### config.mk
export PLATFORM = sky130hd
export DESIGN_NAME = proc_control_flat
export DESIGN_NICKNAME = d
export VERILOG_FILES = /design/src/rtl/proc_control_if.sv /design/src/rtl/proc_control.sv /design/src/flat_wrapper.sv
export SDC_FILE = /design/constraint.sdc
export NUM_CORES = 1
export LEC_CHECK = 0
export BUFFER_PORTS_ARGS = -buffer_cell sky130_fd_sc_hd__buf_2
export CAP_MARGIN = 20
export CORE_MARGIN = 3
export CORE_UTILIZATION = 35
export DETAILED_ROUTE_END_ITERATION = 7
export PLACE_DENSITY_LB_ADDON = 0.1
export REMOVE_ABC_BUFFERS = 1
export SLEW_MARGIN = 15
export SYNTH_ARGS = -nofsm -noshare
export SYNTH_HDL_FRONTEND = slang
export SYNTH_SLANG_ARGS = --single-unit
### constraint.sdc
create_clock -name CLOCK_50 -period 1.2 [get_ports CLOCK_50]
set_input_delay 0.18 -clock CLOCK_50 [delete_from_list [all_inputs] [get_ports CLOCK_50]]
set_output_delay 0.18 -clock CLOCK_50 [all_outputs]
set_load 0.005 [all_outputs]
### src/rtl/proc_control_if.sv
// proc_control_if: instruction/control bundle between the sequencer and its datapath
interface proc_control_if #(
    parameter int DATA_W = 16,
    parameter int NREG   = 8
);
    logic              Run;
    logic [DATA_W-1:0] DIN;
    logic [8:0]        ir;
    logic              IRin;
    logic [NREG-1:0]   Rin;
    logic [3:0]        bus_sel;
    logic              Ain;
    logic              Gin;
    logic              AddSub;
    logic              Done;
    logic [1:0]        state;

    modport master (
        output Run, DIN,
        input  ir, IRin, Rin, bus_sel, Ain, Gin, AddSub, Done, state
    );

    modport slave (
        input  Run, DIN,
        output ir, IRin, Rin, bus_sel, Ain, Gin, AddSub, Done, state
    );
endinterface

### src/rtl/proc_control.sv
// proc_control: instruction-sequencing FSM for mv/mvi/add/sub
module proc_control #(
    parameter int DATA_W = 16,
    parameter int NREG   = 8
) (
    input logic           CLOCK_50,
    input logic           reset,
    proc_control_if.slave bus
);
    typedef enum logic [1:0] {T0, T1, T2, T3} state_t;

    state_t          cur, nxt;
    logic [8:0]      ir_q;
    logic [2:0]      op, x, y;
    logic [NREG-1:0] x_hot;
    logic            unused_din;

    assign op          = ir_q[8:6];
    assign x           = ir_q[5:3];
    assign y           = ir_q[2:0];
    assign x_hot       = {{(NREG-1){1'b0}}, 1'b1} << x;
    assign bus.ir      = ir_q;
    assign bus.state   = cur;
    assign unused_din  = ^bus.DIN[DATA_W-1:9];

    always_ff @(posedge CLOCK_50) begin
        if (reset) begin
            cur  <= T0;
            ir_q <= '0;
        end else begin
            cur <= nxt;
            if (cur == T0 && bus.Run)
                ir_q <= bus.DIN[8:0];
        end
    end

    always_comb begin
        nxt = cur == T0 ? (bus.Run ? T1 : T0) :
              cur == T1 ? (op[2:1] == 2'b01 ? T2 : T0) :
              cur == T2 ? T3 : T0;
    end

    // Controls are held inactive for as long as reset is asserted
    always_comb begin
        bus.IRin    = 1'b0;
        bus.Rin     = '0;
        bus.bus_sel = 4'd15;
        bus.Ain     = 1'b0;
        bus.Gin     = 1'b0;
        bus.AddSub  = 1'b0;
        bus.Done    = 1'b0;
        if (!reset) begin
            case (cur)
                T0: bus.IRin = bus.Run;
                T1: begin
                    if (op[2]) begin
                        bus.Done = 1'b1;
                    end else if (op[1]) begin
                        bus.bus_sel = {1'b0, x};
                        bus.Ain     = 1'b1;
                    end else begin
                        bus.bus_sel = op[0] ? 4'd8 : {1'b0, y};
                        bus.Rin     = x_hot;
                        bus.Done    = 1'b1;
                    end
                end
                T2: begin
                    bus.bus_sel = {1'b0, y};
                    bus.Gin     = 1'b1;
                    bus.AddSub  = op[0];
                end
                T3: begin
                    bus.bus_sel = 4'd9;
                    bus.Rin     = x_hot;
                    bus.Done    = 1'b1;
                end
                default: ;
            endcase
        end
    end
endmodule

### src/flat_wrapper.sv
// flat-port wrapper written by rule: the top's interface ports become plain ports
module proc_control_flat 
#(
    parameter int DATA_W = 16,
    parameter int NREG   = 8
)
  (CLOCK_50, reset, bus_Run, bus_DIN, bus_ir, bus_IRin, bus_Rin, bus_bus_sel, bus_Ain, bus_Gin, bus_AddSub, bus_Done, bus_state);
  proc_control_if #(.DATA_W(DATA_W), .NREG(NREG)) bus_i ();
  input logic CLOCK_50;
  input logic reset;
  input wire logic [$bits(bus_i.Run)-1:0] bus_Run;
  input wire logic [$bits(bus_i.DIN)-1:0] bus_DIN;
  output wire logic [$bits(bus_i.ir)-1:0] bus_ir;
  output wire logic [$bits(bus_i.IRin)-1:0] bus_IRin;
  output wire logic [$bits(bus_i.Rin)-1:0] bus_Rin;
  output wire logic [$bits(bus_i.bus_sel)-1:0] bus_bus_sel;
  output wire logic [$bits(bus_i.Ain)-1:0] bus_Ain;
  output wire logic [$bits(bus_i.Gin)-1:0] bus_Gin;
  output wire logic [$bits(bus_i.AddSub)-1:0] bus_AddSub;
  output wire logic [$bits(bus_i.Done)-1:0] bus_Done;
  output wire logic [$bits(bus_i.state)-1:0] bus_state;
  assign bus_i.Run = bus_Run;
  assign bus_i.DIN = bus_DIN;
  assign bus_ir = bus_i.ir;
  assign bus_IRin = bus_i.IRin;
  assign bus_Rin = bus_i.Rin;
  assign bus_bus_sel = bus_i.bus_sel;
  assign bus_Ain = bus_i.Ain;
  assign bus_Gin = bus_i.Gin;
  assign bus_AddSub = bus_i.AddSub;
  assign bus_Done = bus_i.Done;
  assign bus_state = bus_i.state;
  proc_control #(.DATA_W(DATA_W), .NREG(NREG)) u_core (.CLOCK_50(CLOCK_50), .reset(reset), .bus(bus_i));
endmodule
==> reports/summary.md, run 1 <==
Global routing consumed, over all layers together, 16.0% of the routing resources. The worst setup path is captured at an output pin. The repair_antennas step left the layout with diodes totalling 0. For the setup slack after layout, the log shows -0.303 ns.

Entering global routing, the biggest net connects 17 pins. Latest clock arrival within the worst-skew pair: 0.27 ns. Measured in cells, the most critical reg-to-reg path has a length of 6. The deepest clock path buffer count is 2. The cell sitting at the root of the clock tree is a sky130_fd_sc_hd__clkbuf_4. The remaining antenna violation count after routing was 0; the highest achievable clock rate was 665 MHz. The H-tree depth was 1; the number of warnings printed during yosys synthesis was 0. Between clock sinks in the finished design, the worst skew comes to 0.000962 ns. Yosys attributes the largest share of cell area to sky130_fd_sc_hd__dfxtp_1 (34%), sky130_fd_sc_hd__mux2i_1 (14%), sky130_fd_sc_hd__nor2_1 (11%). The tools report the capture instance of the worst register-to-register path as u_core.bus.ir[1].

The total wirelength of the detailed-routed design is 1.93 mm, and the height of the die is 48.8 um. The transition time at the pin with the least slew margin was 0.292 ns. The internal power of the cells came out at 0.000680 W. Cell area after layout: 1140 um2. Critical path class: reg2out.

The iteration count of the initial detailed-routing pass came out at 2. Setup repair after global routing could not meet its margin everywhere. Data on the critical path is required at its endpoint by 1.02 ns. Leaving out fill and tap cells, the most frequent cells in the layout are sky130_fd_sc_hd__buf_2 (39), sky130_fd_sc_hd__nor2_1 (16), sky130_fd_sc_hd__buf_4 (12). Clock tree synthesis found a total of 11 sinks.

The run gives 0 as the final-report max-slew violation count. The run gives 0 as the final number of hold-violating endpoints. Synthesis instantiated 25 different standard cells from the library. The average footprint of a synthesized cell works out to 8.34 um2. The area inside the core boundary is 1610 um2. The worst path in the final design needs a cycle of 1.50 ns, including I/O delays and setup. For the data arrival time of the critical path, the log shows 1.32 ns.

The share of total power in the clock network is 27.5%. Summed over all nets, the switching power comes to 0.000295 W. The total via count in the routed design came out at 745. For this run, the slowest stage of the critical path takes 0.38 ns.

The floorplan row count is 14. The path type of the worst min-delay path is in2reg. The final reports fail on negative setup slack. The area of the mapped netlist came out at 642 um2. The synthesis-to-finish area growth was 77.4%. The peak fanout along the critical path was 7; the ratio of total power to cell area was 856 nW/um2. TritonCTS built the clock tree. The first element of the critical path is u_core.bus.state[1]. Clock-pin slew was measured on the worst setup and hold paths at 0.08 ns.

The run gives 0 as the initial antenna violation count. The tools report the kind of start point of the critical path as a register. Summed over all layers, the global routing overflow is 0. The largest area contributor in the synthesized netlist is sky130_fd_sc_hd__dfxtp_1. The detailed-route DRC error count came out at 0.

After technology mapping, the gate count stands at 77. The launching point of the worst reg2reg path was u_core.bus.state[0]. After the first detailed-routing iteration, the DRC count stood at 6. In this run the register-to-register setup slack is -0.17 ns. Per report_power, the combinational group accounts for 28.8% of the total.

The count of boundary I/O pins was 47. The area fraction of the dominant cell type after synthesis is 34.3%. The final-stage net count is 154. The worst max-slew margin expressed relative to the limit came out at 80.5%. The tools report the launch point of the worst hold path as bus_DIN[7]. In this run switching power makes up 30.2% of total power. The signal on the critical path passes through nand2b_4, buf_6, o31ai_4, nand2b_1, buf_2. The average wire length per cell after detail routing came out at 12.2 um. The logs give 693 for the via count of the first global-routing pass and 940 um2 for the cell area reported after detailed placement. The worst hold path terminates at u_core.bus.ir[7].

Number of buffers added on ports: 39. IR analysis of the VDD net gives a maximum drop of 0.596 mV. The run finished, with violations left.

Along the worst hold path, the cell count comes to 3. The share of the Yosys chip area taken by registers is 34.3%. The first global-routing pass estimated 3.01 mm of wire. The library cell used most frequently in the layout, excluding fill and tap cells, is sky130_fd_sc_hd__buf_2.

The fraction of layout instances using a drive strength above 1 was 61.2%; the average via count per standard cell was 4.72. The run gives 0.686 as the final estimated routing congestion in global placement. The filler cells instantiated in the layout total 152. The final-report setup violation count is 26, and the number of clock buffers inserted by TritonCTS is 3. The total of flip-flops plus latches after synthesis was 11. Post-route clock period utilization: 125%. Across the run, the number of max-cap violations was 0.

Per report_power, the sequential group accounts for 43.7% of the total. The analysis attributes to cell leakage a power of 0.559 nW. Across all hold checks on the routed design, the worst slack comes to 0.143 ns. The detailed placement HPWL is 1.34 mm. The slowest stage of the critical path is the sky130_fd_sc_hd__dfxtp_4 cell.

The die width is 48.8 um, and the effective utilization at floorplan is 39.8%. The die covers 2380 um2.
## area by class of cell
class	count	area [um2]	area share [%]
Clock buffer	4	26.3	2.31
Multi-Input combinational cell	62	497	43.6
Sequential cell	11	233	20.4
Tap cell	24	30.0	2.64
Timing Repair Buffer	57	353	31.0
## worst max path at each step
stage / slack [ns] / endpoint / cells after the start
finish: -0.30 / bus_bus_sel[3] / 5
global route: -0.39 / bus_Rin[0] / 4
CTS: -0.29 / bus_AddSub / 5
detailed placement: -0.15 / bus_bus_sel[1] / 4
global placement: -0.14 / bus_bus_sel[1] / 4
floorplan: -0.29 / bus_IRin / 2
## synth_stat cells
library cell	n
sky130_fd_sc_hd__mux2i_1	9
sky130_fd_sc_hd__nand2b_1	4
sky130_fd_sc_hd__nor2b_1	3
sky130_fd_sc_hd__nand2b_4	1
sky130_fd_sc_hd__nor2b_4	1
sky130_fd_sc_hd__a211o_1	2
sky130_fd_sc_hd__or2_1	1
sky130_fd_sc_hd__buf_2	2
sky130_fd_sc_hd__a22oi_1	1
sky130_fd_sc_hd__nor2_1	18
sky130_fd_sc_hd__or3b_1	1
sky130_fd_sc_hd__nor3_1	4
sky130_fd_sc_hd__o21bai_1	1
sky130_fd_sc_hd__nand3_1	1
sky130_fd_sc_hd__nor3b_2	1
sky130_fd_sc_hd__buf_1	1
sky130_fd_sc_hd__nand2_1	3
sky130_fd_sc_hd__a21oi_1	4
sky130_fd_sc_hd__o31ai_1	2
sky130_fd_sc_hd__and2_1	2
sky130_fd_sc_hd__dfxtp_1	11
sky130_fd_sc_hd__buf_6	1
sky130_fd_sc_hd__nand2b_2	1
sky130_fd_sc_hd__nor3b_1	1
sky130_fd_sc_hd__nand3b_1	1
## cell families (layout without fill, tap and decap cells)
group	count (synthesis)	in the layout	share of synthesized area, %
AO/OA/AOI/OAI	10	10	10.5
buffers and inverters	4	61	3.90
multiplexers	9	9	14.0
AND/OR/NAND/NOR	43	43	37.2
flip-flops	11	11	34.3
## sequential cells by signal (all words and copies together) (netlist names)
register          count
u_core.bus.ir         9
u_core.bus.state      2
## power by group through the flow
stage          Combinational, W  Clock, W  Sequential (W)
6_report               0.000280  0.000268        0.000426
3_3_place_gp           0.000216         0        0.000429
4_1_cts                0.000260  0.000266        0.000421
2_1_floorplan         0.0000994         0        0.000431
5_1_grt                0.000307  0.000277        0.000432
3_5_place_dp           0.000221         0        0.000429
## layer usage
metal / global-route usage (%) / vias to the layer above / wire length [um]
met3: 3.67 / 4 / 148
li1: - / 382 / -
met5: 0 / - / 0
met2: 24.7 / 29 / 895
met1: 20.1 / 330 / 845
met4: 9.95 / 0 / 37
## critical path: cells and delay by family, from the launching register on
kind	cells	cell delay [ns]
flip-flops	1	0.38
AO/OA/AOI/OAI	1	0.20
AND/OR/NAND/NOR	2	0.23
buffers and inverters	2	0.24
## timing repair
action	CTS	global route
setup endpoints to repair	27	27
endpoints found under the hold margin	0	0
setup buffers	3	2
pin swaps	5	5
hold buffers	0	0
resized for setup	21	11
## stage by stage
stage | cells | TNS, ns | power, W | utilization (%) | setup WS [ns]
finish | 158 | -5.34 | 0.000975 | 70.7 | -0.303
detailed placement | 149 | -1.97 | 0.000650 | 58.3 | -0.148
global route | 158 | -7.48 | 0.00102 | 70.7 | -0.390
floorplan | 73 | -2.73 | 0.000530 | - | -0.292
CTS | 156 | -5.37 | 0.000946 | 66.1 | -0.291
global placement | 149 | -1.63 | 0.000645 | 58.3 | -0.142
Note: power is estimated with default switching activity, not from simulation.
==> inputs of run 2 (changes only) <==
- clock period: 1.2 -> 1.3 ns (I/O delays scaled with it)
==> run 2 against run 1 <==
  * The flow still finishes with violations (negative setup slack)
  * Global-route usage grew 0.47 points
  * Worst setup slack gained 0.093 ns
  * Cell count shrank 1.9%
  * Total power shrank 9.1%
  * Count of clock-buffer cells in the layout is the same
  * Via count grew 0.94%
  * Clock skew grew 0.0016 ns
  * Register-to-register slack gained 0.20 ns
  * Routed wire length grew 2.6%
  * Worst hold slack gained 0.022 ns
  * Critical path type unchanged
  * Critical endpoint is now bus_bus_sel[1]
  * Largest cell class unchanged
  * Highest routed layer unchanged
==> reports/summary.md, run 2 (same netlist as run 1, synthesis figures left out) <==
The number of clock buffers inserted by TritonCTS came out at 3 (unchanged). The die width was 48.8 um (unchanged); the deepest clock path buffer count was 2 (unchanged). The endpoint class of the critical path is an output pin. The run gives 752 (+0.94%) as the total via count in the routed design.

The checks that failed: negative setup slack. The worst stage delay on the critical path works out to 0.41 ns (+0.03 ns). The number of buffers added on ports works out to 39 (unchanged).

The area of the die was 2380 um2 (unchanged); the transition time at the pin with the least slew margin was 0.309 ns (+0.0171 ns). The fraction of layout instances using a drive strength above 1 is 61.8% (+0.64 points), and the remaining antenna violation count after routing is 0 (unchanged). The tools report the sequential cell fraction of total power as 44.5% (+0.8 points). The cell area reported after detailed placement is 910 um2 (-3.2%). TritonCTS built the clock tree.

The effective utilization at floorplan is 39.8% (unchanged). The logs give 682 (-1.6%) for the via count of the first global-routing pass and 0.000886 W (-9.1%) for the overall power consumption. The run gives 0 (unchanged) as the final-report max-slew violation count.

The first-pass GRT wire length was 3.10 mm (+3.0%). The tools report the total wirelength of the detailed-routed design as 1.98 mm (+2.6%). The final-report setup violation count is 17 (-35%), and the detailed-route DRC error count is 0 (unchanged).

The power share of the combinational group was 29.5% (+0.7 points). In this run the worst hold path is classified as in2reg. The data required time of the critical path is 1.11 ns (+0.09 ns), and the H-tree depth is 1 (unchanged). The final number of hold-violating endpoints was 0 (unchanged); the utilization of the core after routing was 71.4% (+0.78 points). The worst-case register-to-register setup slack is 0.03 ns (+0.20 ns). The largest voltage drop on the vdd net is 0.648 mV (+8.8%). The final-stage net count is 151 (-1.9%). The tools report the initial antenna violation count as 0 (unchanged). The critical path class is reg2out. For the total of fill cells in the finished design, the log shows 133 (-13%).

The run gives 0 (unchanged) as the hold-fix buffer count after cts. The number of DRC markers in iteration 0 is 6 (unchanged), and the max-cap check violation count is 0 (unchanged). For the number of clock sinks, the log shows 11 (unchanged). The peak fanout along the critical path works out to 7 (unchanged).

The cell at the root of the clock tree was sky130_fd_sc_hd__clkbuf_4. The run gives 1.34 mm (-0.31%) as the detailed placement HPWL. The post-placement setup slack is -0.100 ns (+0.0480 ns). The setup slack after layout is -0.210 ns (+0.0929 ns).

The cell with the largest stage delay on the worst path is sky130_fd_sc_hd__dfxtp_4. The average via count per standard cell works out to 4.85 (+2.9%). The share of total power in the clock network was 26.0% (-1.5 points); the data arrival time of the critical path was 1.31 ns (about the same).

From synthesis to final layout, the design area changed by 79.3%. Number of flip-flops under the largest register name: 9 (unchanged). Setup repair after global routing could not meet its margin everywhere. The tools report the floorplan row count as 14 (unchanged). The CTS clock-pin slew for the worst setup and hold paths is 0.07 ns (about the same), and the latest clock arrival within the worst-skew pair is 0.26 ns (about the same). The run finished, with violations left. Of the available clock period, the critical path in the final layout requires 116%. The tools report the net switching component of the power as 0.000260 W (-12%).

The signal on the critical path passes through nand2b_4, o31ai_4, a211o_1, buf_2. Total congestion overflow: 0 (unchanged). The library cells used most frequently in the layout, excluding fill and tap cells, are sky130_fd_sc_hd__buf_2 (38), sky130_fd_sc_hd__nor2_1 (17), sky130_fd_sc_hd__mux2i_1 (9), sky130_fd_sc_hd__buf_6 (9).

Leaving out fill and tap cells, the most frequent cell in the layout is sky130_fd_sc_hd__buf_2. The ratio of total power to cell area is 770 nW/um2 (-10%), and the height of the die is 48.8 um (unchanged). The logs give 0.00259 ns (+0.00163 ns) for the worst clock skew and 662 MHz for the highest achievable clock rate. Counting I/O delays and the setup requirement, the final critical path takes 1.51 ns. The worst setup path is launched from a register. Count of boundary I/O pins: 47 (unchanged). The leakage dissipation came out at 0.556 nW (-0.48%).

The worst max-slew margin expressed relative to the limit is 79.4% (-1.1 points). The iteration count of the initial detailed-routing pass was 3 (+1). The average wire length per cell after detail routing was 12.8 um (+4.6%).

The maximum number of pins on one net before global-route repair is 17 (unchanged). The area inside the core boundary is 1610 um2 (unchanged). The run gives 1150 um2 (+1.1%) as the cell area after layout.

The final estimated routing congestion in global placement was 0.700 (+2.1%); the antenna diode count was 0 (unchanged). Internal power of the cells: 0.000626 W (-8.0%). The combined global-route utilization of all metal layers was 16.5% (+0.47 points); the net switching fraction of the power was 29.4% (-0.87 points).
[run 2: cell types whose count changed in the layout (fill, tap and decap cells not counted), sizes merged]
cell  change
buf       -3
[run 2: power groups by stage]
stage	combinational, W	sequential, W	clock [W]
after floorplan	0.0000918	0.000398	0
after global placement	0.000185	0.000399	0
final	0.000262	0.000394	0.000230
after global routing	0.000287	0.000399	0.000251
after detailed placement	0.000189	0.000399	0
after CTS	0.000234	0.000391	0.000236
[run 2: cell type report]
class / instances / area (um2) / share of cell area [%]
clock buffers: 4 / 26.3 / 2.28
multi-input cells: 62 / 515 / 44.8
flip-flops and latches: 11 / 235 / 20.4
well taps: 24 / 30.0 / 2.61
repair buffers: 54 / 344 / 29.9
[run 2: worst max-delay path: cells and delay by family (launching register included)]
family / cells / cell delay [ns]
DFF: 1 / 0.41
AOI/OAI and AO/OA: 2 / 0.34
and+or+nand+nor: 1 / 0.16
buffers and inverters: 1 / 0.13
[run 2: timing repair]
action	4_1_cts	5_1_grt
buffers inserted	4	3
gates resized for setup	28	14
pin swaps	8	10
hold endpoints to repair	0	0
setup endpoints to repair	25	25
[run 2: metrics by stage]
stage,cells,TNS (ns),hold WS [ns]
2_1_floorplan,73,-1.62,0.264
3_3_place_gp,145,-0.227,0.425
3_5_place_dp,145,-0.592,0.438
4_1_cts,153,-2.55,0.159
5_1_grt,155,-4.01,0.179
6_report,155,-2.25,0.165
[run 2: path summary, 6_finish.rpt]
kind / start / end / cells past startpoint
setup reg to reg: u_core.bus.state[0] / u_core.bus.ir[7] / 5
hold / removal: bus_DIN[8] / u_core.bus.ir[8] / 3
hold reg to reg: u_core.bus.ir[2] / u_core.bus.ir[2] / 2
setup / recovery: u_core.bus.state[0] / bus_bus_sel[1] / 4
[run 2: per-layer routing]
metal | vias to the layer above | routed length [um] | GRT usage, % | part of all wire [%]
met4 | 0 | 12 | 8.53 | 0.61
met3 | 2 | 125 | 3.06 | 6.3
met5 | - | 0 | 0 | 0
li1 | 374 | - | - | -
met1 | 346 | 863 | 20.7 | 44
met2 | 30 | 976 | 26.7 | 49
==> inputs of run 3 (changes only) <==
- SETUP_SLACK_MARGIN: default -> 0.02
==> run 3 against run 2 <==
  * Sequential cell count unchanged
  * Register-to-register slack about the same
  * Design area unchanged
  * Clock power about the same
  * First-iteration DRC count unchanged
  * The run still ends with negative setup slack left
  * Count of clock-buffer cells in the layout unchanged
  * Total power unchanged
  * Largest cell class unchanged
  * Worst hold slack unchanged
==> reports/summary.md, run 3 (same netlist as run 1, synthesis figures left out) <==
The number of buffers added on ports came out at 39 (unchanged). The post-placement setup slack is -0.100 ns (unchanged). For the total of fill cells in the finished design, the log shows 133 (unchanged). The detailed-route DRC error count was 0 (unchanged). The combined global-route utilization of all metal layers was 16.5% (unchanged). The post-route clock period utilization is 116% (unchanged). The logs give -0.210 ns (unchanged) for the setup slack after layout and 1.31 ns (about the same) for the data arrival time of the critical path. Most utilized layer in the global route result: met2. For this design, the slowest cell found on the critical path is sky130_fd_sc_hd__dfxtp_4. The number of flip-flops under the largest register name works out to 9 (unchanged). For the cell area reported after detailed placement, the log shows 910 um2 (unchanged). Worst-case register-to-register setup slack: 0.03 ns (about the same).

The critical path class was reg2out. The most common cell after layout, fill and taps aside was sky130_fd_sc_hd__buf_2. The tools report the final number of hold-violating endpoints as 0 (unchanged). The path class of the tightest hold or removal check is in2reg. The area of the die is 2380 um2 (unchanged), and the deepest clock path buffer count is 2 (unchanged). The peak fanout along the critical path works out to 7 (unchanged). For the highest achievable clock rate, the log shows 662 MHz (unchanged). The tools report the hold-fix buffer count after cts as 0 (unchanged). The run gives 0.556 nW (unchanged) as the leakage dissipation.

TritonCTS built the clock tree. The via count of the first global-routing pass came out at 682 (unchanged). The logs give 0 (unchanged) for the total congestion overflow and 1.34 mm (unchanged) for the detailed placement HPWL. The iteration count of the initial detailed-routing pass was 3 (unchanged); the worst clock skew was 0.00259 ns (unchanged). The ratio of total power to cell area is 770 nW/um2 (unchanged). Setup repair after global routing could not meet its margin everywhere. The CTS clock-pin slew for the worst setup and hold paths is 0.07 ns (about the same).

The final-stage net count was 151 (unchanged). The time the worst path needs with I/O delays and setup is 1.51 ns (unchanged), and the synthesis-to-finish area growth is 79.3% (unchanged). The tools report the antenna diode count as 0 (unchanged). The flow ran to the end, but the final reports show violations.

The final estimated routing congestion in global placement is 0.700 (unchanged), and the number of clock buffers inserted by TritonCTS is 3 (unchanged). The run gives 79.4% (unchanged) as the worst max-slew margin expressed relative to the limit. The floorplan row count was 14 (unchanged).

For the max-cap check violation count, the log shows 0 (unchanged). The total wirelength of the detailed-routed design was 1.98 mm (unchanged); the average wire length per cell after detail routing was 12.8 um (unchanged). The effective utilization at floorplan came out at 39.8% (unchanged).

The run gives 1.11 ns (about the same) as the data required time of the critical path. The number of buffer and inverter instances along the worst setup path is 1 (unchanged). Average via count per standard cell: 4.85 (unchanged). The cell at the root of the clock tree was sky130_fd_sc_hd__clkbuf_4.

The logs give 752 (unchanged) for the total via count in the routed design and 1 (unchanged) for the H-tree depth. The run gives 47 (unchanged) as the count of boundary I/O pins. The largest voltage drop on the vdd net is 0.648 mV (unchanged). The met2 layer usage reported by global route was 26.7% (unchanged). The tools report the met1 usage as 20.7% (unchanged).

The run gives 1610 um2 (unchanged) as the area inside the core boundary. The first-pass GRT wire length was 3.10 mm (unchanged); the initial antenna violation count was 0 (unchanged). Latest clock arrival within the worst-skew pair: 0.26 ns (about the same). The height of the die is 48.8 um (unchanged).

The final-report max-slew violation count is 0 (unchanged). Number of clock sinks: 11 (unchanged). The die width came out at 48.8 um (unchanged). The worst setup path is captured at an output pin. The kind of start point of the critical path is a register.

The number of DRC markers in iteration 0 was 6 (unchanged); the overall power consumption was 0.000886 W (unchanged). The tools report the met3 capacity usage during global routing as 3.06% (unchanged). The fraction of layout instances using a drive strength above 1 was 61.8% (unchanged); the remaining antenna violation count after routing was 0 (unchanged). The transition time at the pin with the least slew margin is 0.309 ns (unchanged). The final reports fail on negative setup slack.

Traced cell by cell, the critical path runs through nand2b_4, o31ai_4, a211o_1, buf_2. The run gives 1150 um2 (unchanged) as the cell area after layout. The worst stage delay on the critical path was 0.41 ns (about the same). In the layout the commonest cells are sky130_fd_sc_hd__buf_2 (38), sky130_fd_sc_hd__nor2_1 (17), sky130_fd_sc_hd__mux2i_1 (9), sky130_fd_sc_hd__buf_6 (9). The run gives 17 (unchanged) as the maximum number of pins on one net before global-route repair. The kind of cell with the highest combined delay along the critical path is flip-flops.

The final-report setup violation count was 17 (unchanged).
-- run 3: report_power, final --
part           switching [W]  internal (W)  total (W)
combinational       0.000111      0.000151   0.000262
clock               0.000112      0.000119   0.000230
sequential         0.0000377      0.000357   0.000394
total               0.000260      0.000626   0.000886
-- run 3: layout make-up --
type	count	area [um2]	area share (%)
clock buffer	4	26.3	2.28
timing repair buffer	54	344	29.9
multi-input combinational	62	515	44.8
tap	24	30.0	2.61
sequential	11	235	20.4
-- run 3: metal layers --
layer / wire length, um / share of wire, % / vias up
li1: - / - / 374
met1: 863 / 44 / 346
met2: 976 / 49 / 30
met3: 125 / 6.3 / 2
met4: 12 / 0.61 / 0
met5: 0 / 0 / -
-- run 3: path summary, 6_finish.rpt --
check / start / end / depth (start not counted)
worst min-delay path: bus_DIN[8] / u_core.bus.ir[8] / 3
worst max register to register: u_core.bus.state[0] / u_core.bus.ir[7] / 5
worst min register to register: u_core.bus.ir[2] / u_core.bus.ir[2] / 2
worst max-delay path: u_core.bus.state[0] / bus_bus_sel[1] / 4
-- run 3: timing repair --
| item | 4_1_cts | 5_1_grt |
|---|---|---|
| gates resized for setup | 28 | 14 |
| endpoints found under the setup margin | 25 | 25 |
| setup buffers | 4 | 3 |
| pin swaps | 8 | 10 |
-- run 3: worst register-to-register path, cell delays in order (launching register included) --
cell	delay, ns
sky130_fd_sc_hd__dfxtp_4	0.38
sky130_fd_sc_hd__nor3b_4	0.27
sky130_fd_sc_hd__buf_6	0.15
sky130_fd_sc_hd__buf_6	0.11
sky130_fd_sc_hd__mux2i_1	0.19
sky130_fd_sc_hd__nor2_1	0.06
-- run 3: through the flow --
stage          utilization (%)  hold WS [ns]  std cells  setup TNS [ns]
5_1_grt                   71.4         0.179        155           -4.01
4_1_cts                   66.8         0.159        153           -2.55
3_5_place_dp              56.4         0.438        145          -0.592
3_3_place_gp              56.4         0.425        145          -0.227
6_report                  71.4         0.165        155           -2.25
2_1_floorplan                -         0.264         73           -1.62
